`src/rtl/bcd_accumulator.sv`:
```
// Handshake consumer that sums N two-digit BCD samples into a three-digit BCD
// total, publishing each completed batch on registered outputs with a done flag.
module bcd_accumulator #(
    parameter int unsigned N = 4
) (
    input  logic       clock,
    input  logic       reset_,
    input  logic       dav_,
    output logic       rfd,
    input  logic [3:0] d1,
    input  logic [3:0] d0,
    output logic [3:0] s2,
    output logic [3:0] s1,
    output logic [3:0] s0,
    output logic       done,
    output logic       err
);

    localparam int CW = (N > 1) ? $clog2(N) : 1;

    typedef enum logic {
        S_WAIT = 1'b0,
        S_ACK  = 1'b1
    } state_t;

    typedef struct packed {
        logic [3:0] h;
        logic [3:0] t;
        logic [3:0] u;
    } bcd3_t;

    // Single BCD digit add: returns {carry_out, digit}.
    function automatic logic [4:0] bcd_digit_add(input logic [3:0] a, input logic [3:0] b,
                                                 input logic cin);
        logic [4:0] raw;
        logic [4:0] adj;
        raw = {1'b0, a} + {1'b0, b} + {4'b0000, cin};
        adj = raw - 5'd10;
        if (raw > 5'd9) return {1'b1, adj[3:0]};
        else            return {1'b0, raw[3:0]};
    endfunction

    state_t        state_q, state_d;
    bcd3_t         acc_q, acc_d;
    bcd3_t         res_q, res_d;
    logic [CW-1:0] count_q, count_d;
    logic          done_q, done_d;
    logic          err_q, err_d;

    logic          capture;
    logic          valid;
    logic          last;
    logic [4:0]    add_u, add_t, add_h;
    bcd3_t         sum;

    assign capture = (state_q == S_WAIT) && !dav_;
    assign valid   = (d1 <= 4'd9) && (d0 <= 4'd9);
    assign last    = (count_q == CW'(N - 1));

    always_comb begin
        add_u = bcd_digit_add(acc_q.u, d0, 1'b0);
        add_t = bcd_digit_add(acc_q.t, d1, add_u[4]);
        // Hundreds digit drops its carry, so it wraps mod 10 past 999.
        add_h = bcd_digit_add(acc_q.h, 4'd0, add_t[4]);
        sum   = '{h: add_h[3:0], t: add_t[3:0], u: add_u[3:0]};
    end

    // NOTE: every signal assigned here gets a default first, so no path can infer a latch.
    always_comb begin
        state_d = state_q;
        acc_d   = acc_q;
        res_d   = res_q;
        count_d = count_q;
        done_d  = done_q;
        err_d   = err_q;
        case (state_q)
            S_WAIT: begin
                if (capture) begin
                    state_d = S_ACK;
                    if (!valid) begin
                        err_d = 1'b1;
                    end else if (last) begin
                        res_d   = sum;
                        done_d  = 1'b1;
                        acc_d   = '0;
                        count_d = '0;
                    end else begin
                        acc_d   = sum;
                        count_d = count_q + 1'b1;
                        // First valid sample of a new batch retires the previous result flag.
                        if (count_q == '0) done_d = 1'b0;
                    end
                end
            end
            S_ACK: begin
                if (dav_) state_d = S_WAIT;
            end
            default: state_d = S_WAIT;
        endcase
    end

    // NOTE: state registers use non-blocking assignments so all flops update together at the edge.
    always_ff @(posedge clock or negedge reset_) begin
        if (!reset_) begin
            state_q <= S_WAIT;
            acc_q   <= '0;
            res_q   <= '0;
            count_q <= '0;
            done_q  <= 1'b0;
            err_q   <= 1'b0;
        end else begin
            state_q <= state_d;
            acc_q   <= acc_d;
            res_q   <= res_d;
            count_q <= count_d;
            done_q  <= done_d;
            err_q   <= err_d;
        end
    end

    assign rfd  = (state_q == S_WAIT);
    assign s2   = res_q.h;
    assign s1   = res_q.t;
    assign s0   = res_q.u;
    assign done = done_q;
    assign err  = err_q;

endmodule

```
`config.mk`:
```
export PLATFORM = sky130hd
export DESIGN_NAME = bcd_accumulator
export DESIGN_NICKNAME = d
export VERILOG_FILES = /design/src/rtl/bcd_accumulator.sv
export SDC_FILE = /design/constraint.sdc
export NUM_CORES = 1
export LEC_CHECK = 0
export CAP_MARGIN = 10
export CORE_AREA = 2 2 69 71
export DETAILED_ROUTE_END_ITERATION = 10
export DIE_AREA = 0 0 71 73
export HOLD_SLACK_MARGIN = 0.06
export PLACE_DENSITY = 0.6
export SLEW_MARGIN = 30
export SYNTH_ARGS = -nofsm -noshare
export SYNTH_HDL_FRONTEND = slang
export SYNTH_SLANG_ARGS = --single-unit
export TNS_END_PERCENT = 1
```
`constraint.sdc`:
```
create_clock -name clock -period 7.1 [get_ports clock]
set_clock_uncertainty 0.2 [all_clocks]
set_input_delay 1.065 -clock clock [delete_from_list [all_inputs] [get_ports clock]]
set_output_delay 1.065 -clock clock [all_outputs]
set_load 0.05 [all_outputs]
```
==> flow_metrics.tcl, run 1 <==
set metrics [dict create \
    setup_violations 0 \
    leakagePower_nw 1.007 \
    critPathMostFrequentCell "ha_1" \
    worst_slew_pin_slew_ns 0.8438 \
    wirelength_um 3539 \
    final_area_um2 2161 \
    synth_edf_count 0 \
    ys_top_cells_by_count "29 x dfrtp_1, 15 x ha_1, 14 x inv_1, 12 x nand2_1" \
    die_h_um 73 \
    die_w_um 71 \
    grt_pass1_vias 1319 \
    syn_area_um2 1734 \
    slew_headroom 0.4359 \
    nNetsFinal 218 \
    cts_buffers 5 \
    clk_pin_slew_ns 0.06 \
    grt_max_degree 30 \
    ys_seq_elements 29 \
    status "finished, final reports clean" \
    yosysTopAreaCell "dfrtp_1" \
    crit_path_max_incr_delay_ns 0.47 \
    io_pins 26 \
    slowest_stage "clkdlybuf4s50_1" \
    final.min_clock_period_ns 6.757 \
    die_area_um2 5183 \
    dp_hpwl_um 2651 \
    path_max_fanout 5 \
    synth_cell_types 39 \
    synth_area_leaders "dfrtp_1 42%, ha_1 11%, mux2_2 5.8%" \
    cts-root-buf "clkbuf_8" \
    ir_drop_uv 231.4 \
    syn_inst 160 \
    avgSynthCellArea_um2 10.84 \
    cp.required_ns 7.06 \
    arrival_ns 6.71 \
    dpl.cell_count 236 \
    syn-num-nets 189 \
    crit_type "in2reg" \
    fin_hold_ws_ns 0.2708 \
    clock-sinks 29 \
    period_share 0.9516 \
    place_ws_ns -0.09357 \
    worstHoldPathType "reg2reg" \
    maxCapViolations 0 \
    grt_usage 0.1492 \
    async_reset_ff_frac 1.000 \
    antenna_found_initial 0 \
    routabilityCongestion 0.8029 \
    grt.overflow.total 0 \
    tns_ns 0 \
    crit_chain "clkdlybuf4s50_1 > ha_1 > inv_1 > fa_1 > xor2_2 > ha_1 > a32oi_1 > a311oi_4 > fa_1 > inv_1 > fa_1 > xnor2_2 > ha_1 > a21boi_0 > o41a_1 > inv_1 > ha_1 > ha_1 > xnor2_1 > ha_1 > a31oi_1 > nor2_1 > o31a_1 > mux2_2" \
    setup_slack_ns 0.3433 \
    drc 0 \
    insertion_delay_ns 0.28 \
    core-area_um2 4536 \
    finalHoldViolCount 0 \
    drv_slew 0 \
    fmax_mhz 148.0 \
    placement.io_buffers 25 \
    rsz0062_at_grt "no" \
    syn_to_final_growth_pct 24.60 \
    worst_setup_path_start_kind "input port" \
    synth_top_area_share 0.4185 \
    fp-row-count 25 \
    ys_seq_area_frac 0.4185 \
    synthMostInstantiatedCell "dfrtp_1" \
    place_area_um2 2044 \
    initial_utilization 0.3823 \
    crit_buf_inv 4 \
    power.density_nw_per_um2 514.3 \
    synthFlopType "dfrtp_1" \
    fin_util 0.4764 \
    drive_gt1_frac 0.1316 \
    via_per_inst 5.291 \
    finalNonFillerCells 244 \
    wire_per_inst_um 14.50 \
    dr.pass1.iters 4 \
    drtIter0Drc 45 \
    yosys_warnings 0 \
    fill_cells 414 \
    critical-path-top-delay-family "adder cells" \
    antenna_cells 0 \
    cts_setup_buffers 0 \
    antenna_left 0 \
    cts_tree "built" \
    p_total_mw 1.111 \
    via_count 1291 \
    cts_max_level 2 \
    grt_pass1_wl_um 5961 \
    critPathCaptureType "flip-flop" \
    clk_path_buf_depth 2 \
]
[state kept, by name, indices dropped and copies added (netlist names)]
| signal | flops |
|---|---|
| acc_q | 12 |
| count_q | 2 |
| done | 1 |
| err | 1 |
| s0 | 4 |
| s1 | 4 |
| s2 | 4 |
| state_q | 1 |
[where the power goes]
group          internal (mW)  switching (mW)
logic                  0.295           0.406
registers              0.225          0.0377
clock network         0.0874          0.0609
total                  0.607           0.504
[layout make-up]
| type | instances | area (um2) | area share |
|---|---|---|---|
| repair buffers | 26 | 257.7 | 0.1193 |
| clock inverters | 1 | 5.005 | 0.002316 |
| well taps | 54 | 67.56 | 0.03127 |
| multi-input cells | 113 | 955.9 | 0.4424 |
| clock buffers | 7 | 96.34 | 0.04459 |
| flip-flops and latches | 29 | 725.7 | 0.3358 |
| inverters | 14 | 52.55 | 0.02432 |
[cell families (layout without fill, tap and decap cells)]
family / after synthesis / in the layout / synth area share
AOI/OAI and AO/OA: 46 / 46 / 0.1991
adders and majority gates: 18 / 18 / 0.1429
DFF: 29 / 29 / 0.4185
muxes: 12 / 12 / 0.07648
xor gates and xnor gates: 8 / 8 / 0.04041
buffers and inverters: 18 / 48 / 0.03896
and+or+nand+nor: 29 / 29 / 0.08369
[metal layers]
| layer | track usage | vias up | routed length [um] | part of all wire |
|---|---|---|---|---|
| met5 | 0 | - | 0 | 0 |
| met4 | 0.05870 | 0 | 57 | 0.016 |
| met3 | 0.04696 | 7 | 130 | 0.037 |
| met2 | 0.2534 | 21 | 1698 | 0.48 |
| met1 | 0.1770 | 629 | 1652 | 0.47 |
| li1 | - | 634 | - | - |
[cell usage in the layout, fill, tap and decap left out, drive strengths merged, types with 6 or more instances in the layout]
cell and instances:
a22o 7, clkbuf 7, clkdlybuf4s50 25, dfrtp 29
ha 15, inv 14, mux2 10, nand2 12
o21ai 12, xnor2 6
[timing repair]
item / 4_1_cts / 5_1_grt
endpoints found under the setup margin: 0 / 6
gates resized for setup: 0 / 2
hold buffers: 0 / 0
[final timing paths]
kind	from	endpoint	slack [ns]	cells after the start
worst max-delay path	d0[0]	s2[3]$_DFFE_PN0P_	0.34	24
worst min-delay path	err$_DFFE_PN0P_	err$_DFFE_PN0P_	0.27	1
worst max register to register	acc_q[0]$_DFFE_PN0P_	s2[3]$_DFFE_PN0P_	1.25	23
worst min register to register	err$_DFFE_PN0P_	err$_DFFE_PN0P_	0.27	1
max in group asynchronous	reset_	s2[1]$_DFFE_PN0P_	5.45	2
min in group asynchronous	reset_	s1[3]$_DFFE_PN0P_	0.97	2
Power figures use the tool's default switching activity.
==> run 2: changes to the inputs <==
GPL_TIMING_DRIVEN = 0   (was unset)
PLACE_DENSITY = 0.62   (was 0.6)
SETUP_SLACK_MARGIN = 0.5   (was unset)
clock period = 5.8 ns   (was 7.1 ns; I/O delays follow)
==> run 2 against run 1 <==
Compared with the run above: sequential power increased by 26%; first-iteration DRC count decreased by 13%; critical endpoint unchanged; highest routed layer unchanged; largest power group unchanged; sequential cell count unchanged.
==> flow_metrics.tcl, run 2 (synthesized netlist as in run 1, its figures left out) <==
set metrics [dict create \
    io_pins 26 \
    routabilityCongestion 0.8545 \
    die_area_um2 5183 \
    path_max_fanout 4 \
    fin_hold_ws_ns 0.2532 \
    cts_tree "built" \
    final_common_cell "dfrtp_1" \
    arrival_ns 5.39 \
    grt.overflow.total 0 \
    regMostFlops "acc_q" \
    tns_ns 0 \
    die_w_um 71 \
    drtIter0Drc 39 \
    rsz0062_at_grt "yes" \
    final_cell_mix "29 x dfrtp_1, 20 x clkdlybuf4s50_1, 12 x nand2_1" \
    final.min_clock_period_ns 5.425 \
    maxCapViolations 0 \
    power.density_nw_per_um2 677.7 \
    grt_usage 0.1663 \
    nNetsFinal 230 \
    drc 0 \
    worst_setup_path_start_kind "input port" \
    critPathCaptureType "flip-flop" \
    largest_reg_flops 12 \
    dp_hpwl_um 2869 \
    place_area_um2 2175 \
    core-area_um2 4536 \
    clk_pin_slew_ns 0.06 \
    die_h_um 73 \
    fmax_mhz 184.3 \
    insertion_delay_ns 0.28 \
    cts_max_level 2 \
    antenna_left 0 \
    initial_utilization 0.3823 \
    crit_path_max_incr_delay_ns 0.41 \
    crit_start "d0[2]" \
    cts_buffers 5 \
    worstHoldPathType "reg2reg" \
    fill_cells 398 \
    r2r-start "acc_q[0]$_DFFE_PN0P_" \
    finalHoldViolCount 0 \
    via_per_inst 5.208 \
    worst_slew_pin_slew_ns 0.6792 \
    status "finished, final reports clean" \
    grt_max_degree 30 \
    via_count 1328 \
    period_share 0.9353 \
    p_total_mw 1.633 \
    cts-root-buf "clkbuf_8" \
    grt_pass1_wl_um 6541 \
    cp.required_ns 5.77 \
    hp-start "err$_DFFE_PN0P_" \
    final_area_um2 2410 \
    crit_type "in2reg" \
    drv_slew 0 \
    wirelength_um 3836 \
    clk_path_buf_depth 2 \
    clock-sinks 29 \
    setup_violations 0 \
    fp-row-count 25 \
    drive_gt1_frac 0.2935 \
    antenna_cells 0 \
    wire_per_inst_um 15.04 \
    slowest_stage "o41a_1" \
    critPathMostFrequentCell "ha_4" \
    placement.io_buffers 25 \
    slew_headroom 0.5455 \
    syn_to_final_growth_pct 38.96 \
    crit_chain "dlygate4sd2_1 > ha_4 > and3_4 > or3_4 > a311oi_4 > fa_2 > inv_2 > fa_2 > xnor2_4 > ha_2 > a21boi_1 > o41a_1 > inv_2 > ha_4 > ha_4 > xnor2_4 > ha_4 > a31oi_4 > nor2_2 > o31a_1 > mux2_4" \
    antenna_found_initial 0 \
    ir_drop_uv 313.7 \
    reg2reg_slack_ns 0.62 \
    dr.pass1.iters 4 \
    leakagePower_nw 1.052 \
    grt_pass1_vias 1385 \
]
## run 2: cell types whose count changed in the layout (fill, tap and decap cells not counted), moves of 3 or more
cell	previous run	this run
ha_1	15	5
ha_4	0	8
buf_4	1	8
inv_1	14	8
inv_2	0	6
clkbuf_1	0	5
clkdlybuf4s50_1	25	20
fa_1	3	0
fa_2	0	3
## run 2: final timing paths
path,to,cells past startpoint
min in group asynchronous,count_q[1]$_DFFE_PN0P_,1
max in group asynchronous,s0[0]$_DFFE_PN0P_,1
worst max register to register,s2[3]$_DFFE_PN0P_,24
worst min-delay path,err$_DFFE_PN0P_,1
worst max-delay path,s2[3]$_DFFE_PN0P_,21
worst min register to register,err$_DFFE_PN0P_,1
## run 2: stage by stage
step                      setup WS [ns]  cells    util
after CTS                        0.2779    254  0.5269
after global placement          -0.5125    239  0.4806
after global routing             0.2018    255  0.5313
final                            0.3754    255  0.5313
after detailed placement        -0.5997    239  0.4794
after floorplan                  0.2429    160       -
## run 2: final cells by class
cell class,count,area (um2),share of cell area
plain buffers,4,15.01,0.006231
clock buffers,7,86.33,0.03583
inverters,14,52.55,0.02181
multi-input cells,113,1149,0.4766
flip-flops and latches,29,725.7,0.3011
well taps,54,67.56,0.02804
repair buffers,34,314.1,0.1303
## run 2: timing repair
action,4_1_cts,5_1_grt
resized for setup,25,4
setup buffers,8,1
endpoints found under the setup margin,6,6
pin swaps,17,12
hold buffers,0,0
## run 2: power by group
group          internal, mW  switching [mW]  total, mW
Sequential            0.276          0.0556      0.331
Clock                0.0939          0.0738      0.168
Combinational         0.545           0.589       1.13
Total                 0.914           0.719       1.63
## run 2: per-layer routing
| layer | global-route usage | vias up | wire length (um) |
|---|---|---|---|
| li1 | - | 661 | - |
| met1 | 0.2014 | 641 | 1764 |
| met2 | 0.2887 | 20 | 1911 |
| met3 | 0.03453 | 6 | 92 |
| met4 | 0.06918 | 0 | 68 |
| met5 | 0 | - | 0 |
## run 2: critical path: cells and delay by family
family                   cells  cell delay [ns]
adder cells (fa/ha/maj)      7             1.60
AO/OA/AOI/OAI                5             1.28
buffers and inverters        3             0.40
multiplexers                 1             0.27
XOR/XNOR                     2             0.32
AND/OR/NAND/NOR              3             0.63
==> run 3: changes to the inputs <==
CELL_PAD_IN_SITES_DETAIL_PLACEMENT = 1   (was unset)
CELL_PAD_IN_SITES_GLOBAL_PLACEMENT = 1   (was unset)
CORE_AREA = 2 2 71 73   (was 2 2 69 71)
DIE_AREA = 0 0 73 75   (was 0 0 71 73)
PLACE_DENSITY = 0.72   (was 0.62)
==> run 3 against run 2 <==
Compared with the run above: worst hold slack barely moved; maximum frequency decreased by 2.7%; sequential cell count stayed put; critical path depth increased by 4; wire length rose by 21%; sequential share of layout area decreased by 0.57 points; register-to-register slack got worse by 0.15 ns; final area increased by 1.9%; critical endpoint unchanged.
==> flow_metrics.tcl, run 3 (synthesized netlist as in run 1, its figures left out) <==
set metrics [dict create \
    wirelength_um 4646 \
    maxCapViolations 0 \
    fin_hold_ws_ns 0.2534 \
    drive_gt1_frac 0.3024 \
    critPathMostFrequentCell "ha_4" \
    rr_worst_depth 24 \
    placement.io_buffers 25 \
    antenna_found_initial 0 \
    grt.overflow.total 0 \
    io_pins 26 \
    r2r-start "acc_q[0]$_DFFE_PN0P_" \
    clk_path_buf_depth 2 \
    drc 0 \
    finalHoldViolCount 0 \
    clock-sinks 29 \
    final.min_clock_period_ns 5.576 \
    fmax_mhz 179.4 \
    reg2reg_slack_ns 0.47 \
    antenna_cells 0 \
    period_share 0.9613 \
    final_cell_mix "29 x dfrtp_1, 20 x clkdlybuf4s50_1, 11 x nand2_1, 11 x buf_4, 9 x o21ai_0" \
    grt_usage 0.1857 \
    crit_path_max_incr_delay_ns 0.55 \
    worst_setup_path_start_kind "input port" \
    slowest_stage "fa_2" \
    cts_buffers 5 \
    crit_type "in2reg" \
    cts_hold_buf 0 \
    worstHoldPathType "reg2reg" \
    wire_per_inst_um 17.94 \
    syn_to_final_growth_pct 41.63 \
    rsz0062_at_grt "yes" \
    worstReg2RegEnd "s2[3]$_DFFE_PN0P_" \
    cts-root-buf "clkbuf_8" \
    via_count 1411 \
    routabilityCongestion 0.8520 \
    nNetsFinal 234 \
    min_to "err$_DFFE_PN0P_" \
    cp.required_ns 5.75 \
    via_per_inst 5.448 \
    dp_hpwl_um 3435 \
    drv_slew 0 \
    whs_path_depth 1 \
    fin_util 0.5270 \
    die_h_um 75 \
    dr.pass1.iters 4 \
    cts_tree "built" \
    largest_reg_flops 12 \
    grt_max_degree 30 \
    final_common_cell "dfrtp_1" \
    die_area_um2 5475 \
    regMostFlops "acc_q" \
    path_max_fanout 4 \
    critPathCaptureType "flip-flop" \
    worst_slew_pin_slew_ns 0.6458 \
    drtIter0Drc 35 \
    status "finished, final reports clean" \
    cts_max_level 2 \
    fp-row-count 25 \
    clk_pin_slew_ns 0.06 \
    die_w_um 73 \
    grt_pass1_vias 1632 \
    grt_pass1_wl_um 7693 \
    slew_headroom 0.5695 \
    insertion_delay_ns 0.27 \
    core-area_um2 4661 \
    arrival_ns 5.53 \
    setup_violations 0 \
    initial_utilization 0.3721 \
    antenna_left 0 \
    hp-start "err$_DFFE_PN0P_" \
]
run 3: cell count changes in the layout (fill, tap and decap cells not counted), sizes merged:
cell / delta
buf: +4
dlygate4sd2: +1
dlymetal6s2s: -1
run 3: worst max-delay path by stage:
| stage | start | end | slack [ns] |
|---|---|---|---|
| 2_1_floorplan | d0[0] | s2[3]$_DFFE_PN0P_ | 0.24 |
| 3_3_place_gp | d0[0] | s2[3]$_DFFE_PN0P_ | -0.55 |
| 3_5_place_dp | d0[0] | s2[3]$_DFFE_PN0P_ | -0.71 |
| 4_1_cts | d0[0] | s2[3]$_DFFE_PN0P_ | 0.18 |
| 5_1_grt | d0[0] | s2[3]$_DFFE_PN0P_ | 0.08 |
| 6_report | d0[0] | s2[3]$_DFFE_PN0P_ | 0.22 |
run 3: critical path: cells and delay by family:
kind | cells | cell delay (ns)
fa+ha+maj | 9 | 2.24
compound gates | 6 | 1.43
buf+inv | 5 | 0.30
xor+xnor | 2 | 0.29
mux | 1 | 0.27
simple gates | 2 | 0.14
run 3: timing repair:
item | CTS | global route
pin swaps | 18 | 13
setup buffers | 8 | 5
setup endpoints to repair | 7 | 6
resized for setup | 27 | 3
run 3: routing by layer:
layer	share of wire	vias to the layer above	track usage
met5	0	-	0
met4	0.016	0	0.06379
met3	0.022	8	0.02410
met2	0.54	19	0.3574
met1	0.42	710	0.2098
li1	-	674	-
run 3: final cells by class:
cell class / instances / area [um2]
fill: 494 / 2205
multi-input combinational: 113 / 1154
sequential: 29 / 725.7
timing repair buffer: 38 / 352.8
clock buffer: 7 / 86.33
tap: 54 / 67.56
inverter: 14 / 55.05
buffer: 4 / 15.01
run 3: metrics by stage:
| step | cells | setup WS (ns) | area, um2 | TNS (ns) |
|---|---|---|---|---|
| 2_1_floorplan | 160 | 0.2429 | 1862 | 0 |
| 3_3_place_gp | 239 | -0.5481 | 2180 | -2.949 |
| 3_5_place_dp | 239 | -0.7127 | 2175 | -3.998 |
| 4_1_cts | 254 | 0.1807 | 2401 | 0 |
| 5_1_grt | 259 | 0.07648 | 2456 | 0 |
| 6_report | 259 | 0.2245 | 2456 | 0 |
Power of run 3 is left out: the tool's default activity adds up to more than one toggle a clock period on the data nets, which glitch-free logic cannot reach.
